## config.mk

```make
export PLATFORM = sky130hd
export DESIGN_NAME = mac_pipe
export DESIGN_NICKNAME = d
export VERILOG_FILES = /design/src/rtl/mac_pipe.sv
export SDC_FILE = /design/constraint.sdc
export NUM_CORES = 1
export LEC_CHECK = 0
export BUFFER_PORTS_ARGS = -buffer_cell sky130_fd_sc_hd__clkbuf_2
export CAP_MARGIN = 15
export CORE_MARGIN = 10
export CORE_UTILIZATION = 30
export DETAILED_ROUTE_END_ITERATION = 7
export GPL_TIMING_DRIVEN = 0
export SLEW_MARGIN = 20
export SYNTH_ARGS = -nofsm -noshare
export SYNTH_HDL_FRONTEND = slang
export SYNTH_SLANG_ARGS = --single-unit
```

## constraint.sdc

```tcl
create_clock -name clk -period 4.7 [get_ports clk]
set_clock_uncertainty 0.15 [all_clocks]
set_input_delay 0.235 -clock clk [delete_from_list [all_inputs] [get_ports clk]]
set_output_delay 0.235 -clock clk [all_outputs]
set_load 0.05 [all_outputs]
```

## src/rtl/mac_pipe.sv

```systemverilog
// mac_pipe: two-stage pipelined unsigned multiply-add.
//   mode 0: one result per accepted sample, A*B+C, two clocks after the sample.
//   mode 1: A*B+C accumulated over a frame of ACC_LEN accepted samples; one
//           result two clocks after the frame's last sample, saturated or
//           wrapped to OUT_W bits depending on SAT.
// Handshake: in_valid qualifies A/B/C/mode in the cycle it is high. There is
// no ready/backpressure; every valid sample is taken. out_valid is a one-cycle
// pulse marking a new DATA_OUT/overflow. DATA_OUT and overflow hold between
// pulses.
module mac_pipe #(
    parameter int IN_W    = 8,
    parameter int OUT_W   = 17,
    parameter int ACC_LEN = 4,
    parameter int SAT     = 1
) (
    input  logic             clk,
    input  logic             reset,
    input  logic             clear,
    input  logic             in_valid,
    input  logic             mode,
    input  logic [IN_W-1:0]  A,
    input  logic [IN_W-1:0]  B,
    input  logic [IN_W-1:0]  C,
    output logic             out_valid,
    output logic [OUT_W-1:0] DATA_OUT,
    output logic             overflow
);

    localparam int CNT_W = (ACC_LEN > 1) ? $clog2(ACC_LEN) : 1;
    localparam int PAD_P = OUT_W - 2 * IN_W;
    localparam int PAD_C = OUT_W - IN_W;
    localparam logic [CNT_W-1:0] LAST_CNT = CNT_W'(ACC_LEN - 1);
    localparam logic [OUT_W:0]   MAX_EXT  = {1'b0, {OUT_W{1'b1}}};

    // stage 1 registers
    logic [2*IN_W-1:0] prod;
    logic [IN_W-1:0]   c_r;
    logic              mode_r;
    logic              v1;

    // frame state
    logic [OUT_W-1:0]  acc;
    logic [CNT_W-1:0]  count;
    logic              ovf_flag;

    // stage 2 arithmetic
    logic [OUT_W-1:0]  prod_w;
    logic [OUT_W-1:0]  c_w;
    logic [OUT_W-1:0]  single_sum;
    logic [OUT_W:0]    frame_sum;
    logic              sum_ovf;
    logic [OUT_W-1:0]  acc_next;

    // Stage 2 datapath: per-sample sum and the one-bit-wider frame sum used
    // to detect overflow before clamping or wrapping into the accumulator.
    always_comb begin
        prod_w     = {{PAD_P{1'b0}}, prod};
        c_w        = {{PAD_C{1'b0}}, c_r};
        single_sum = prod_w + c_w;
        frame_sum  = ((count == '0) ? '0 : {1'b0, acc})
                   + {1'b0, prod_w} + {1'b0, c_w};
        sum_ovf    = (frame_sum > MAX_EXT);
        acc_next   = frame_sum[OUT_W-1:0];
        if (sum_ovf && (SAT != 0)) begin
            acc_next = '1;
        end
    end

    // Stage 1: register the full-width product and operands; clear drops the
    // sample presented alongside it.
    always_ff @(posedge clk) begin
        if (reset) begin
            prod   <= '0;
            c_r    <= '0;
            mode_r <= 1'b0;
            v1     <= 1'b0;
        end else begin
            prod   <= {{IN_W{1'b0}}, A} * {{IN_W{1'b0}}, B};
            c_r    <= C;
            mode_r <= mode;
            v1     <= in_valid && !clear;
        end
    end

    // Stage 2: emit per-sample results, or accumulate and emit at frame end.
    always_ff @(posedge clk) begin
        if (reset) begin
            acc       <= '0;
            count     <= '0;
            ovf_flag  <= 1'b0;
            out_valid <= 1'b0;
            DATA_OUT  <= '0;
            overflow  <= 1'b0;
        end else if (clear) begin
            // Flush the in-flight sample and partial frame; outputs hold.
            acc       <= '0;
            count     <= '0;
            ovf_flag  <= 1'b0;
            out_valid <= 1'b0;
        end else begin
            out_valid <= 1'b0;
            if (v1) begin
                if (!mode_r) begin
                    // A per-sample result also abandons any partial frame.
                    DATA_OUT  <= single_sum;
                    overflow  <= 1'b0;
                    out_valid <= 1'b1;
                    count     <= '0;
                    ovf_flag  <= 1'b0;
                end else begin
                    acc <= acc_next;
                    if (count == LAST_CNT) begin
                        DATA_OUT  <= acc_next;
                        overflow  <= ovf_flag | sum_ovf;
                        out_valid <= 1'b1;
                        count     <= '0;
                        ovf_flag  <= 1'b0;
                    end else begin
                        count    <= count + CNT_W'(1);
                        ovf_flag <= ovf_flag | sum_ovf;
                    end
                end
            end
        end
    end

endmodule

```

==> flow_results.org <==
** Status
- Result of the run :: finished, final reports clean

** STA
- Number of setup violations in the final report :: 0
- Count of final hold-check violations :: 0
- In the final timing run, aggregate negative setup slack is 0 ps.
- Final critical-path share of the clock period :: between 90 and 100%
- Based on the critical path, the design can be clocked at up to 227 MHz.
- Setup repair after global routing left no endpoint under its margin.
- Period minus WS final :: ~4400 ps
- Worst-Margin Slew :: 794 ps
- Measured against its own limit, the worst slew margin works out to between 40% and 50%.
- Max-slew violation total from the final report :: 0

** Die
- Effective utilization at floorplan :: ~30%
- Pin placement for this block handled 48 I/O pins.
- The floorplan has a little over 50 rows.
- The die is between 150 and 200 um tall.
- The total area inside the core boundary comes to between 15000 and 20000 um2.
- The die covers about 26000 um2.
- The die is between 150 and 200 um wide.

** Critical path
- The worst setup path is launched from a register.
- Data on the critical path is required at its endpoint by 4820 ps.
- Sort of element at the end of the critical path :: register
- Worst setup path category :: register to register
- CP max FO :: 10
- For the worst setup path, the data arrival time is ~4500 ps.

** Cells and area
- Final-layout fill cell count :: ~2.1k
- The repair_antennas step left the layout with diodes totalling 0.
- The area growth from synthesis to layout is 16.1%.
- Layout net count :: about 900
- Of the cells placed in the final design, the portion with a size suffix greater than 1 is between 10% and 20%.

** Pwr
- Maximum resistive drop on vdd :: 133 uV
- Areal power density over the cells :: around 360 nW/um2
- The analysis attributes to cell leakage a power of 3.10 nW.
- Overall power consumption after layout is estimated at between 2 and 2.5 mW.

** Logic synthesis
- Counting flops and latches in the post-synthesis netlist gives 65.
- Post-synthesis instance area :: 6030 um2
- Post-synthesis cell type count :: 63
- Number of flops mapped to enable cells by yosys :: 0
- Yosys warnings :: 0
- Sequential cells were found to cover between 20% and 30% of the synthesized design area.
- Post-synthesis async set-or-reset flop share :: 0%
- Mean area per synthesized cell :: 8.65 um2
- For this run, the leading register cell type out of synthesis is sky130_fd_sc_hd__dfxtp_1.
- Synth Net Count :: approximately 840
- Synthesized netlist cell count :: between 600 and 700

** Clock network
- Max Buffers Root-to-Sink :: 2
- CTS sink cnt :: 65
- Number of gates resized after CTS :: 0
- TritonCTS built the clock tree.
- CTS built an H-tree with a depth of 3.
- Clock latency on the worst-skew pair :: between 300 and 400 ps
- Buffers inserted during clock tree synthesis total 9.
- Library cell used as clock root buffer :: sky130_fd_sc_hd__clkbuf_16
- Clock-pin slew was measured on the worst setup and hold paths at 60 ps.

** Worst hold path
- The tightest min-delay check is of the primary input to register type.

** Drt
- The routed layout has 4996 vias.
- Drt wl/cell :: 15.4 um
- Dividing the detail-routed via count by the number of cells gives about 4.8.
- Number of DRC violations after detailed routing :: 0
- Sum of routed wire length over all layers :: roughly 16 mm
- Number of nets with antenna violations after detailed routing :: 0
- The first detailed-routing pass ran for 4 iterations.
- Drt initial violations :: 279

** GRT
- Number of antenna violations at the first check in global routing :: 0
- Entering global routing, the biggest net connects 13 pins.
- Global-route usage over all layers :: about an eighth
- Via count of the first global-routing pass :: between 4k and 5k
- Global routing finished with a remaining overflow of 0.
- First-pass GRT wire length :: about 26 mm

** Placed design
- Routability-driven placement finished with a final weighted congestion of between 0.9 and 1.
- Buffers on Ports :: 46
- Post-detail-place hpwl :: around 13 mm

** Flow run
- Number of max-cap violations :: 0
==> layout by cell type (no fill, tap or decap), types with 3 or more instances in the layout <==
cell type,synthesis,layout
sky130_fd_sc_hd__xor2_1,12,12
sky130_fd_sc_hd__o21a_1,7,7
sky130_fd_sc_hd__dfxtp_1,65,65
sky130_fd_sc_hd__and2_1,34,34
sky130_fd_sc_hd__nand2b_1,8,8
sky130_fd_sc_hd__nand4_1,3,3
sky130_fd_sc_hd__buf_2,4,4
sky130_fd_sc_hd__o21bai_1,4,4
sky130_fd_sc_hd__a21oi_1,33,33
sky130_fd_sc_hd__fa_1,46,46
sky130_fd_sc_hd__a211oi_1,6,6
sky130_fd_sc_hd__nor3_1,12,12
sky130_fd_sc_hd__ha_1,70,70
sky130_fd_sc_hd__inv_1,65,65
sky130_fd_sc_hd__nor4_1,4,4
sky130_fd_sc_hd__a31oi_1,4,4
sky130_fd_sc_hd__dlygate4sd3_1,0,9
sky130_fd_sc_hd__clkbuf_1,13,13
sky130_fd_sc_hd__nor3_2,14,14
sky130_fd_sc_hd__nor3b_1,6,6
sky130_fd_sc_hd__o211ai_1,6,6
sky130_fd_sc_hd__clkbuf_16,0,9
sky130_fd_sc_hd__o22ai_1,4,4
sky130_fd_sc_hd__a21oi_2,5,5
sky130_fd_sc_hd__nor2_2,3,3
sky130_fd_sc_hd__xnor2_1,21,21
sky130_fd_sc_hd__nor2_1,48,48
sky130_fd_sc_hd__and4_1,3,3
sky130_fd_sc_hd__clkinvlp_4,0,4
sky130_fd_sc_hd__o21ai_0,34,34
sky130_fd_sc_hd__nor2b_1,37,37
sky130_fd_sc_hd__nand3_1,5,5
sky130_fd_sc_hd__clkbuf_2,0,46
sky130_fd_sc_hd__nand2_1,68,68
sky130_fd_sc_hd__o21ai_1,6,6
sky130_fd_sc_hd__a21o_1,5,5
==> report_power, final <==
part	internal, mW	switching, mW	total, mW
combinational	0.477	0.635	1.11
sequential	0.605	0.0574	0.662
clock	0.463	0.262	0.725
total	1.54	0.954	2.50
==> final cells by class <==
type,count,area [um2],share of cell area (%)
timing repair buffer,55,320,4.57
clock inverter,7,95.1,1.36
inverter,66,248,3.54
buffer,20,95.1,1.36
multi-input combinational,546,4390,62.6
tap,265,332,4.73
sequential,65,1300,18.6
clock buffer,9,225,3.22
==> path summary, 6_finish.rpt <==
path	endpoint	slack (ps)	cells past startpoint	start
hold / removal	v1	10	2	in_valid
setup / recovery	overflow	300	17	count[0]
setup reg to reg	overflow	300	17	count[0]
hold reg to reg	DATA_OUT[13]	300	2	DATA_OUT[13]
==> metrics by stage <==
stage | worst slack, ps | instance area (um2) | hold slack (ps) | cells | util [%]
2_1_floorplan | 456 | 6030 | 187 | 697 | -
3_3_place_gp | 122 | 6590 | 290 | 1008 | 33.7
3_5_place_dp | 76.6 | 6590 | 296 | 1008 | 33.7
4_1_cts | 331 | 7000 | 15.5 | 1033 | 35.7
5_1_grt | 70.0 | 7000 | 30.4 | 1033 | 35.7
6_report | 304 | 7000 | 10.2 | 1033 | 35.7
==> critical path, stage by stage (launching register included) <==
cell and delay (ps):
sky130_fd_sc_hd__dfxtp_1 340, sky130_fd_sc_hd__inv_1 70, sky130_fd_sc_hd__ha_1 370, sky130_fd_sc_hd__clkbuf_1 460, sky130_fd_sc_hd__nand2b_1 200, sky130_fd_sc_hd__fa_1 410, sky130_fd_sc_hd__inv_1 70, sky130_fd_sc_hd__ha_1 200
sky130_fd_sc_hd__inv_1 70, sky130_fd_sc_hd__fa_1 400, sky130_fd_sc_hd__nand2b_1 200, sky130_fd_sc_hd__a21oi_2 240, sky130_fd_sc_hd__o21a_2 230, sky130_fd_sc_hd__a21oi_2 90, sky130_fd_sc_hd__a21oi_2 190, sky130_fd_sc_hd__buf_2 280
sky130_fd_sc_hd__o21ai_0 200, sky130_fd_sc_hd__a21oi_1 170
==> flip-flops by register name (all words and copies together), names as in the netlist, 2 cells and up <==
name,cells
DATA_OUT,17
acc,17
prod,16
c_r,8
count,2
==> cells by family (layout without fill, tap and decap cells) <==
group,count (synthesis),in the layout,share of synthesized area [%]
fa+ha+maj,116,116,29.8
buf+inv,86,157,5.68
simple gates,257,257,22.9
xor+xnor,33,33,4.79
compound gates,139,139,15.1
mux,1,1,0.166
flops,65,65,21.6
==> cell usage after synthesis (all sizes together), types with 3 or more instances <==
master | instances | area, um2
a211oi | 6 | 45.0
and4 | 3 | 26.3
nand4 | 3 | 18.8
nor3 | 26 | 200
nor4 | 4 | 25.0
o21bai | 4 | 30.0
buf | 7 | 46.3
nor2 | 51 | 199
nor3b | 6 | 45.0
dfxtp | 65 | 1300
ha | 70 | 876
a31oi | 4 | 25.0
nor2b | 37 | 231
o22ai | 4 | 25.0
o21ai | 40 | 200
a21oi | 38 | 209
nand3 | 6 | 35.0
o211ai | 6 | 45.0
fa | 46 | 921
clkbuf | 13 | 48.8
o21a | 8 | 61.3
and2 | 34 | 213
nand2b | 8 | 50.1
or2 | 3 | 18.8
a21o | 5 | 37.5
a2bb2oi | 3 | 32.5
xnor2 | 21 | 184
xor2 | 12 | 105
nand2 | 69 | 262
inv | 66 | 248
==> per-layer routing <==
metal	global-route usage (%)	part of all wire [%]	vias up
met5	0	0	-
met4	4.26	2.0	0
met3	1.74	3.3	17
met2	20.4	47	114
met1	15.7	47	2375
li1	-	-	2490
==> what timing repair did <==
item                                    4_1_cts  5_1_grt
endpoints found under the setup margin        0        0
buffers inserted                              0        0
hold endpoints to repair                      9        0
hold buffers                                  9        0
Power figures use the tool's default switching activity.
